### src/rtl/mem_port_arbiter.sv
// Arbitrates a single-ported unified memory between instruction fetch and the
// data stage: data has priority, and a starvation counter forces fetch after a run of data grants.
module mem_port_arbiter #(
  parameter int unsigned ADDR_W       = 64,
  parameter int unsigned DATA_W       = 64,
  parameter int unsigned STARVE_LIMIT = 4
) (
  input  logic              clk,
  input  logic              rst,
  input  logic              if_req,
  input  logic [ADDR_W-1:0] if_addr,
  output logic [31:0]       if_rdata,
  output logic              if_valid,
  output logic              if_stall,
  input  logic              d_req,
  input  logic              d_we,
  input  logic [ADDR_W-1:0] d_addr,
  input  logic [DATA_W-1:0] d_wdata,
  output logic [DATA_W-1:0] d_rdata,
  output logic              d_valid,
  output logic              d_stall,
  output logic              mem_req,
  output logic              mem_we,
  output logic [ADDR_W-1:0] mem_addr,
  output logic [DATA_W-1:0] mem_wdata,
  input  logic              mem_ready,
  input  logic              mem_rvalid,
  input  logic [DATA_W-1:0] mem_rdata
);

  localparam int unsigned IW = 32;
  localparam int unsigned SW = (STARVE_LIMIT > 0) ? $clog2(STARVE_LIMIT + 1) : 1;

  typedef enum logic [1:0] {S_IDLE, S_ISSUE, S_WAIT, S_RESP} state_e;
  typedef enum logic {OWN_FETCH, OWN_DATA} owner_e;

  state_e            state_q, state_d;
  owner_e            owner_q, owner_d;
  logic [SW-1:0]     starve_q, starve_d;
  logic              mem_req_q, mem_req_d;
  logic              mem_we_q, mem_we_d;
  logic [ADDR_W-1:0] mem_addr_q, mem_addr_d;
  logic [DATA_W-1:0] mem_wdata_q, mem_wdata_d;
  logic [IW-1:0]     if_rdata_q, if_rdata_d;
  logic [DATA_W-1:0] d_rdata_q, d_rdata_d;
  logic              if_valid_q, if_valid_d;
  logic              d_valid_q, d_valid_d;

  logic starved_c;
  logic grant_data_c;
  logic grant_fetch_c;

  // Fetch wins a contested cycle only once the data run has hit the limit.
  assign starved_c     = (starve_q == SW'(STARVE_LIMIT));
  assign grant_data_c  = d_req & ~(if_req & starved_c);
  assign grant_fetch_c = if_req & ~grant_data_c;

  always_comb begin
    state_d     = state_q;
    owner_d     = owner_q;
    starve_d    = starve_q;
    mem_req_d   = mem_req_q;
    mem_we_d    = mem_we_q;
    mem_addr_d  = mem_addr_q;
    mem_wdata_d = mem_wdata_q;
    if_rdata_d  = if_rdata_q;
    d_rdata_d   = d_rdata_q;
    if_valid_d  = 1'b0;
    d_valid_d   = 1'b0;

    unique case (state_q)
      S_IDLE: begin
        if (grant_data_c) begin
          state_d     = S_ISSUE;
          owner_d     = OWN_DATA;
          mem_req_d   = 1'b1;
          mem_we_d    = d_we;
          mem_addr_d  = d_addr;
          mem_wdata_d = d_wdata;
          if (if_req) begin
            starve_d = starved_c ? starve_q : starve_q + SW'(1);
          end else begin
            starve_d = '0;
          end
        end else if (grant_fetch_c) begin
          state_d     = S_ISSUE;
          owner_d     = OWN_FETCH;
          mem_req_d   = 1'b1;
          mem_we_d    = 1'b0;
          mem_addr_d  = if_addr;
          mem_wdata_d = '0;
          starve_d    = '0;
        end
      end

      S_ISSUE: begin
        if (mem_ready) begin
          mem_req_d = 1'b0;
          state_d   = S_WAIT;
        end
      end

      // Only a response seen here is accepted; one coinciding with ready is dropped.
      S_WAIT: begin
        if (mem_rvalid) begin
          state_d = S_RESP;
          if (owner_q == OWN_FETCH) begin
            if_valid_d = 1'b1;
            if_rdata_d = mem_addr_q[2] ? mem_rdata[2*IW-1:IW] : mem_rdata[IW-1:0];
          end else begin
            d_valid_d = 1'b1;
            if (!mem_we_q) begin
              d_rdata_d = mem_rdata;
            end
          end
        end
      end

      S_RESP: begin
        state_d = S_IDLE;
      end

      default: begin
        state_d = S_IDLE;
      end
    endcase
  end

  always_ff @(posedge clk) begin
    if (rst) begin
      state_q     <= S_IDLE;
      owner_q     <= OWN_FETCH;
      starve_q    <= '0;
      mem_req_q   <= 1'b0;
      mem_we_q    <= 1'b0;
      mem_addr_q  <= '0;
      mem_wdata_q <= '0;
      if_rdata_q  <= '0;
      d_rdata_q   <= '0;
      if_valid_q  <= 1'b0;
      d_valid_q   <= 1'b0;
    end else begin
      state_q     <= state_d;
      owner_q     <= owner_d;
      starve_q    <= starve_d;
      mem_req_q   <= mem_req_d;
      mem_we_q    <= mem_we_d;
      mem_addr_q  <= mem_addr_d;
      mem_wdata_q <= mem_wdata_d;
      if_rdata_q  <= if_rdata_d;
      d_rdata_q   <= d_rdata_d;
      if_valid_q  <= if_valid_d;
      d_valid_q   <= d_valid_d;
    end
  end

  assign mem_req   = mem_req_q;
  assign mem_we    = mem_we_q;
  assign mem_addr  = mem_addr_q;
  assign mem_wdata = mem_wdata_q;
  assign if_rdata  = if_rdata_q;
  assign d_rdata   = d_rdata_q;
  assign if_valid  = if_valid_q;
  assign d_valid   = d_valid_q;

  // Stalls feed the hazard unit in the same cycle.
  assign if_stall = if_req & ~if_valid_q;
  assign d_stall  = d_req & ~d_valid_q;

endmodule

### config.mk
export PLATFORM = sky130hd
export DESIGN_NAME = mem_port_arbiter
export DESIGN_NICKNAME = d
export VERILOG_FILES = /design/src/rtl/mem_port_arbiter.sv
export SDC_FILE = /design/constraint.sdc
export NUM_CORES = 1
export LEC_CHECK = 0
export CAP_MARGIN = 20
export CORE_AREA = 10 10 182 184
export CTS_CLUSTER_SIZE = 14
export DETAILED_ROUTE_END_ITERATION = 16
export DIE_AREA = 0 0 192 194
export PLACE_DENSITY = 0.75
export SLEW_MARGIN = 20
export SYNTH_ARGS = -nofsm -noshare
export SYNTH_HDL_FRONTEND = slang
export SYNTH_SLANG_ARGS = --single-unit
### constraint.sdc
create_clock -name clk -period 1.5 [get_ports clk]
set_clock_uncertainty 0.2 [all_clocks]
set_input_delay 0.3 -clock clk [delete_from_list [all_inputs] [get_ports clk]]
set_output_delay 0.3 -clock clk [all_outputs]
set_load 0.05 [all_outputs]
Word level (Yosys, flattened, before mapping)
Index checks and enable logic that the tools add are counted.
- bits in registers: 234
- input bits: 263
- output and inout port bits: 230
- logic and storage cells: 66
- $add $sub $neg: 1
- eq/ne operators: 8
- muxes and demuxes: 23
- bitwise operators: 13
- reduce and logical (&&, ||, !) cells: 10
- operator list (kind ; count):
    $mux 64 ; 4
    $mux 32 ; 1
    $mux 3 ; 4
    $reduce_and 3->1 ; 4
    $mux 1 ; 8
    $mux 2 ; 4
    $not 1->1 ; 8
    $pmux 2 s4 ; 1
    $ne 3x3->1 const B ; 2
    $and 1x1->1 ; 5
    $eq 2x2->1 const B ; 2
    $ne 2x2->1 const B ; 2
    $reduce_and 4->1 ; 1
    $reduce_bool 2->1 ; 2
    $add 3x1->3 const B ; 1
    $eq 3x3->1 const B ; 1
    $reduce_or 3->1 ; 1
    $eq 2x1->1 const B ; 1
    $logic_not 2->1 ; 1
    $pmux 1 s2 ; 1
    $reduce_and 2->1 ; 1

Longest topological paths before layout
- word-level depth: 9
- mapped depth: 8

Least setup slack after synthesis
No wires, ideal clock.
- path kind: input to output
- from: input port d_req
- to: output port d_stall
- data arrival time: 1496 ps
- required time: 1000 ps
- path slack: -496 ps
- stages: 5
- path buffers: 3
- cells stage by stage: buf_2 > inv_1 > buf_2 > clkbuf_1 > nor2_1
- longest elaborated chain between the ends: 1
- ends and longest elaborated chain (item ; line ; RTL):
    start, declared ; 15 ; input logic d_req,
    $and 1x1->1 ; 168 ; assign d_stall = d_req & ~d_valid_q;
    end, declared ; 21 ; output logic d_stall,
Every way passes these cells.

Final worst setup path
- from: register starve_q[0]
- to: register mem_addr_q[50], in the netlist mem_addr[50]
- longest elaborated chain between the ends: 8
- ends and longest elaborated chain (item ; line ; RTL):
    start, declared ; 39 ; logic [SW-1:0] starve_q, starve_d;
    start signal, assigned ; 145 ; starve_q <= starve_d;
    $eq 3x3->1 (*) ; 54 ; assign starved_c = (starve_q == SW'(STARVE_LIMIT));
    $and 1x1->1 (*) ; 55 ; assign grant_data_c = d_req & ~(if_req & starved_c);
    $not 1->1 (*) ; 55 ;
    $and 1x1->1 (*) ; 55 ;
    $not 1->1 ; 56 ; assign grant_fetch_c = if_req & ~grant_data_c;
    $and 1x1->1 ; 56 ;
    $reduce_bool 2->1 (no source line) ; -- ;
    $reduce_and 2->1 (no source line) ; -- ;
    end signal, assigned ; 148 ; mem_addr_q <= mem_addr_d;
    end, declared ; 42 ; logic [ADDR_W-1:0] mem_addr_q, mem_addr_d;
Mark *: on every way between the ends. The rest lies on a longest branch, timed or not.
A chain may end at the register's enable or synchronous reset.

==> key figures <==
Power
  • Comb pwr share: 55.6%
  • Power per cell area: 1610 nW/um2
  • Clock power frac: 18.4%
  • Seq pwr share: 26.0%
  • Net Sw Power: 14.5 mW
  • Tot Pwr: 36.0 mW
  • Pleak: 8.63 nW
  • Sw frac: 40.4%
  • Peak supply drop: 1.14 mV
  • P_int: 21.4 mW

Synth
  • Mapped Area: 9310 um2
  • Count leader, synth: dfxtp_1
  • Library cells used by synthesis: 37
  • Top post-synthesis cells by area: dfxtp_1 50%, a32oi_1 6.2%, nor2_1 6.0%
  • Area fraction of the dominant cell type after synthesis: 50.3%
  • Number of synthesized flops with an enable pin: 0
  • Top post-synthesis cells by count: 234 x dfxtp_1, 149 x nor2_1, 132 x nand2_1
  • Post-synthesis net count: 1342
  • Avg Synthesized Cell Area: 8.67 um2
  • Leading area contributor after synthesis: dfxtp_1
  • Predominant post-synthesis flop cell: dfxtp_1
  • #FFs+latches synth: 234
  • Post-synthesis sequential area ratio: 50.3%
  • Post-synth ARST share: 0%
  • Mapped Cells: 1074
  • Synth Warn #: 0

Floorplan
  • Initial core utilization: 31.7%
  • Row cnt: 63
  • Die X: 192 um
  • Die area: 37200 um2
  • Core area: 29400 um2
  • # IOs: 493
  • Die height: 194 um

Layout
  • Synthesis-to-layout area growth: 140%
  • Fill cells: 1600
  • Layout cells sized above 1: 58.4%
  • Final #Nets: 1964
  • Fin util: 76.1%
  • Post-Layout Cell Count: 2108

Setup path
  • WS Path Type: flip-flop to flip-flop
  • Worst EP arrival: 2080 ps
  • CP startpoint kind: flip-flop
  • CP Max Fanout: 8
  • Critical path data required time: 1710 ps
  • Crit path capture type: flip-flop

Drt
  • Antenna Nets Post-Route: 0
  • Total Wirelength: 59.3 mm
  • 1st-pass router iterations: 5
  • Via density: 5.64
  • DR DRC count: 0
  • 1st-iter DRT viols: 926
  • WL per Instance: 28.1 um
  • Vias: 11900

Clocking
  • H-tree Lvls: 1
  • CTS sink count: 234
  • CTS buffer count: 27
  • CTS tree: done
  • Root Driver: clkbuf_16
  • Clock latency on the worst-skew pair: 530 ps
  • Max Root-Sink Buffers: 3
  • Clock slew at reported path FFs: 60 ps

STA
  • Final WS setup: -371 ps
  • Fmax: 0.535 GHz
  • Worst slew margin: 62.3%
  • Final Hold Viols: 0
  • Crit share post-route: 125%
  • Slew Viols, Final: 0
  • Fin crit period: 1870 ps
  • RSZ-0062 raised after global routing: true
  • Setup Viol. Count Final: 461
  • Least-Margin Pin Slew: 566 ps

Global routing
  • Met2 global-route usage: 42.0%
  • Initial antenna violation count: 9
  • Grt ovf: 0
  • Met1 Track Usage GR: 26.3%
  • First-pass GRT wire length: 72.3 mm
  • Vias in the first global route: 11600
  • M3 GR Usage: 7.63%
  • GRT Util Overall: 24.6%
  • Largest net degree at the start of global routing: 102
  • Busiest layer in global routing: met2

Worst hold path
  • HP Class: input pin to flip-flop

Run status
  • Violated checks: setup timing
  • Status: finished with violations

Placement
  • Placed Instances: 1902
  • Final GP Congestion: 0.842
  • Post-DP HPWL: 32.7 mm
  • # port buffers: 492

Job
  • Maxcap violations: 0
==> critical path: stages, from the launching register on <==
cell	delay (ps)
dfxtp_2	330
inv_2	70
ha_4	160
and3_4	230
buf_12	130
clkbuf_16	150
o21ai_0	120
a311oi_1	350
==> worst paths after layout <==
| path | depth (start not counted) | slack, ps | start | end |
|---|---|---|---|---|
| worst max register to register | 7 | -370 | starve_q[0] | mem_addr[50] |
| worst max-delay path | 7 | -370 | starve_q[0] | mem_addr[50] |
| worst min-delay path | 3 | 80 | if_req | mem_addr[22] |
| worst min register to register | 2 | 280 | d_rdata[46] | d_rdata[46] |
==> registers in the layout (all words and copies together), names as in the netlist <==
name / cells
d_rdata: 64
mem_addr: 64
mem_wdata: 64
if_rdata: 32
starve_q: 3
state_q: 2
d_valid: 1
if_valid: 1
mem_req: 1
mem_we: 1
owner_q: 1
==> placed cells by master, fill, tap and decap left out, types with 14 or more instances in the layout <==
| master | instances |
|---|---|
| dfxtp_2 | 177 |
| nand3_1 | 39 |
| nor2_1 | 127 |
| o21ai_1 | 16 |
| a311oi_1 | 31 |
| clkdlybuf4s50_1 | 259 |
| a211oi_2 | 32 |
| dfxtp_4 | 51 |
| nand2_1 | 63 |
| a32oi_1 | 33 |
| a21oi_2 | 65 |
| clkbuf_16 | 53 |
| nand2_2 | 14 |
| a311oi_2 | 17 |
| a32oi_2 | 33 |
| nand2_4 | 55 |
| buf_6 | 36 |
| buf_12 | 268 |
| buf_4 | 97 |
| o21ai_0 | 60 |
| mux2i_1 | 32 |
| a21oi_1 | 18 |
==> power groups by stage <==
stage               sequential (mW)  clock, mW  combinational, mW
floorplan                      12.4          0               3.87
global placement               8.93          0               14.9
detailed placement             9.00          0               15.1
CTS                            8.99       6.62               16.9
global route                   9.44       6.95               20.6
finish                         9.35       6.63               20.0
==> cell type report <==
class | instances | area, um2 | share of cell area (%)
Antenna cell | 8 | 20.0 | 0.0895
Clock buffer | 41 | 818 | 3.66
Clock inverter | 2 | 35.0 | 0.157
Inverter | 6 | 27.5 | 0.123
Multi-Input combinational cell | 721 | 5760 | 25.7
Sequential cell | 234 | 5100 | 22.8
Tap cell | 390 | 488 | 2.18
Timing Repair Buffer | 706 | 10100 | 45.3
==> metrics by stage <==
stage	cell area, um2	setup slack, ps	TNS, ps	hold slack (ps)
after floorplan	9470	-150	-4130	236
after global placement	17300	-558	-98450	278
after global routing	22400	-441	-67120	80.6
final	22400	-371	-49620	80.8
after detailed placement	17300	-627	-105760	283
after CTS	19300	-213	-49280	74.7
==> routing by layer <==
| layer | up-vias | wire (um) |
|---|---|---|
| met5 | - | 0 |
| met1 | 5840 | 20300 |
| met3 | 203 | 5450 |
| met4 | 0 | 3660 |
| li1 | 5149 | - |
| met2 | 699 | 29900 |
==> cell families (layout without fill, tap and decap cells) <==
family,after synthesis,in the layout,synth area share (%)
AO/OA/AOI/OAI,334,336,23.9
adder cells (fa/ha/maj),5,5,0.672
buffers and inverters,122,755,6.37
flip-flops,234,234,50.3
multiplexers,32,32,3.44
other,0,8,0
AND/OR/NAND/NOR,347,348,15.3
==> timing repair <==
item | CTS | global route
setup endpoints to repair | 456 | 463
gates cloned | 16 | 35
resized for setup | 161 | 582
setup buffers | 25 | 86
pin swaps | 58 | 172
endpoints found under the hold margin | 4 | 0
hold buffers | 2 | 0
Note: power is estimated with default switching activity, not from simulation.
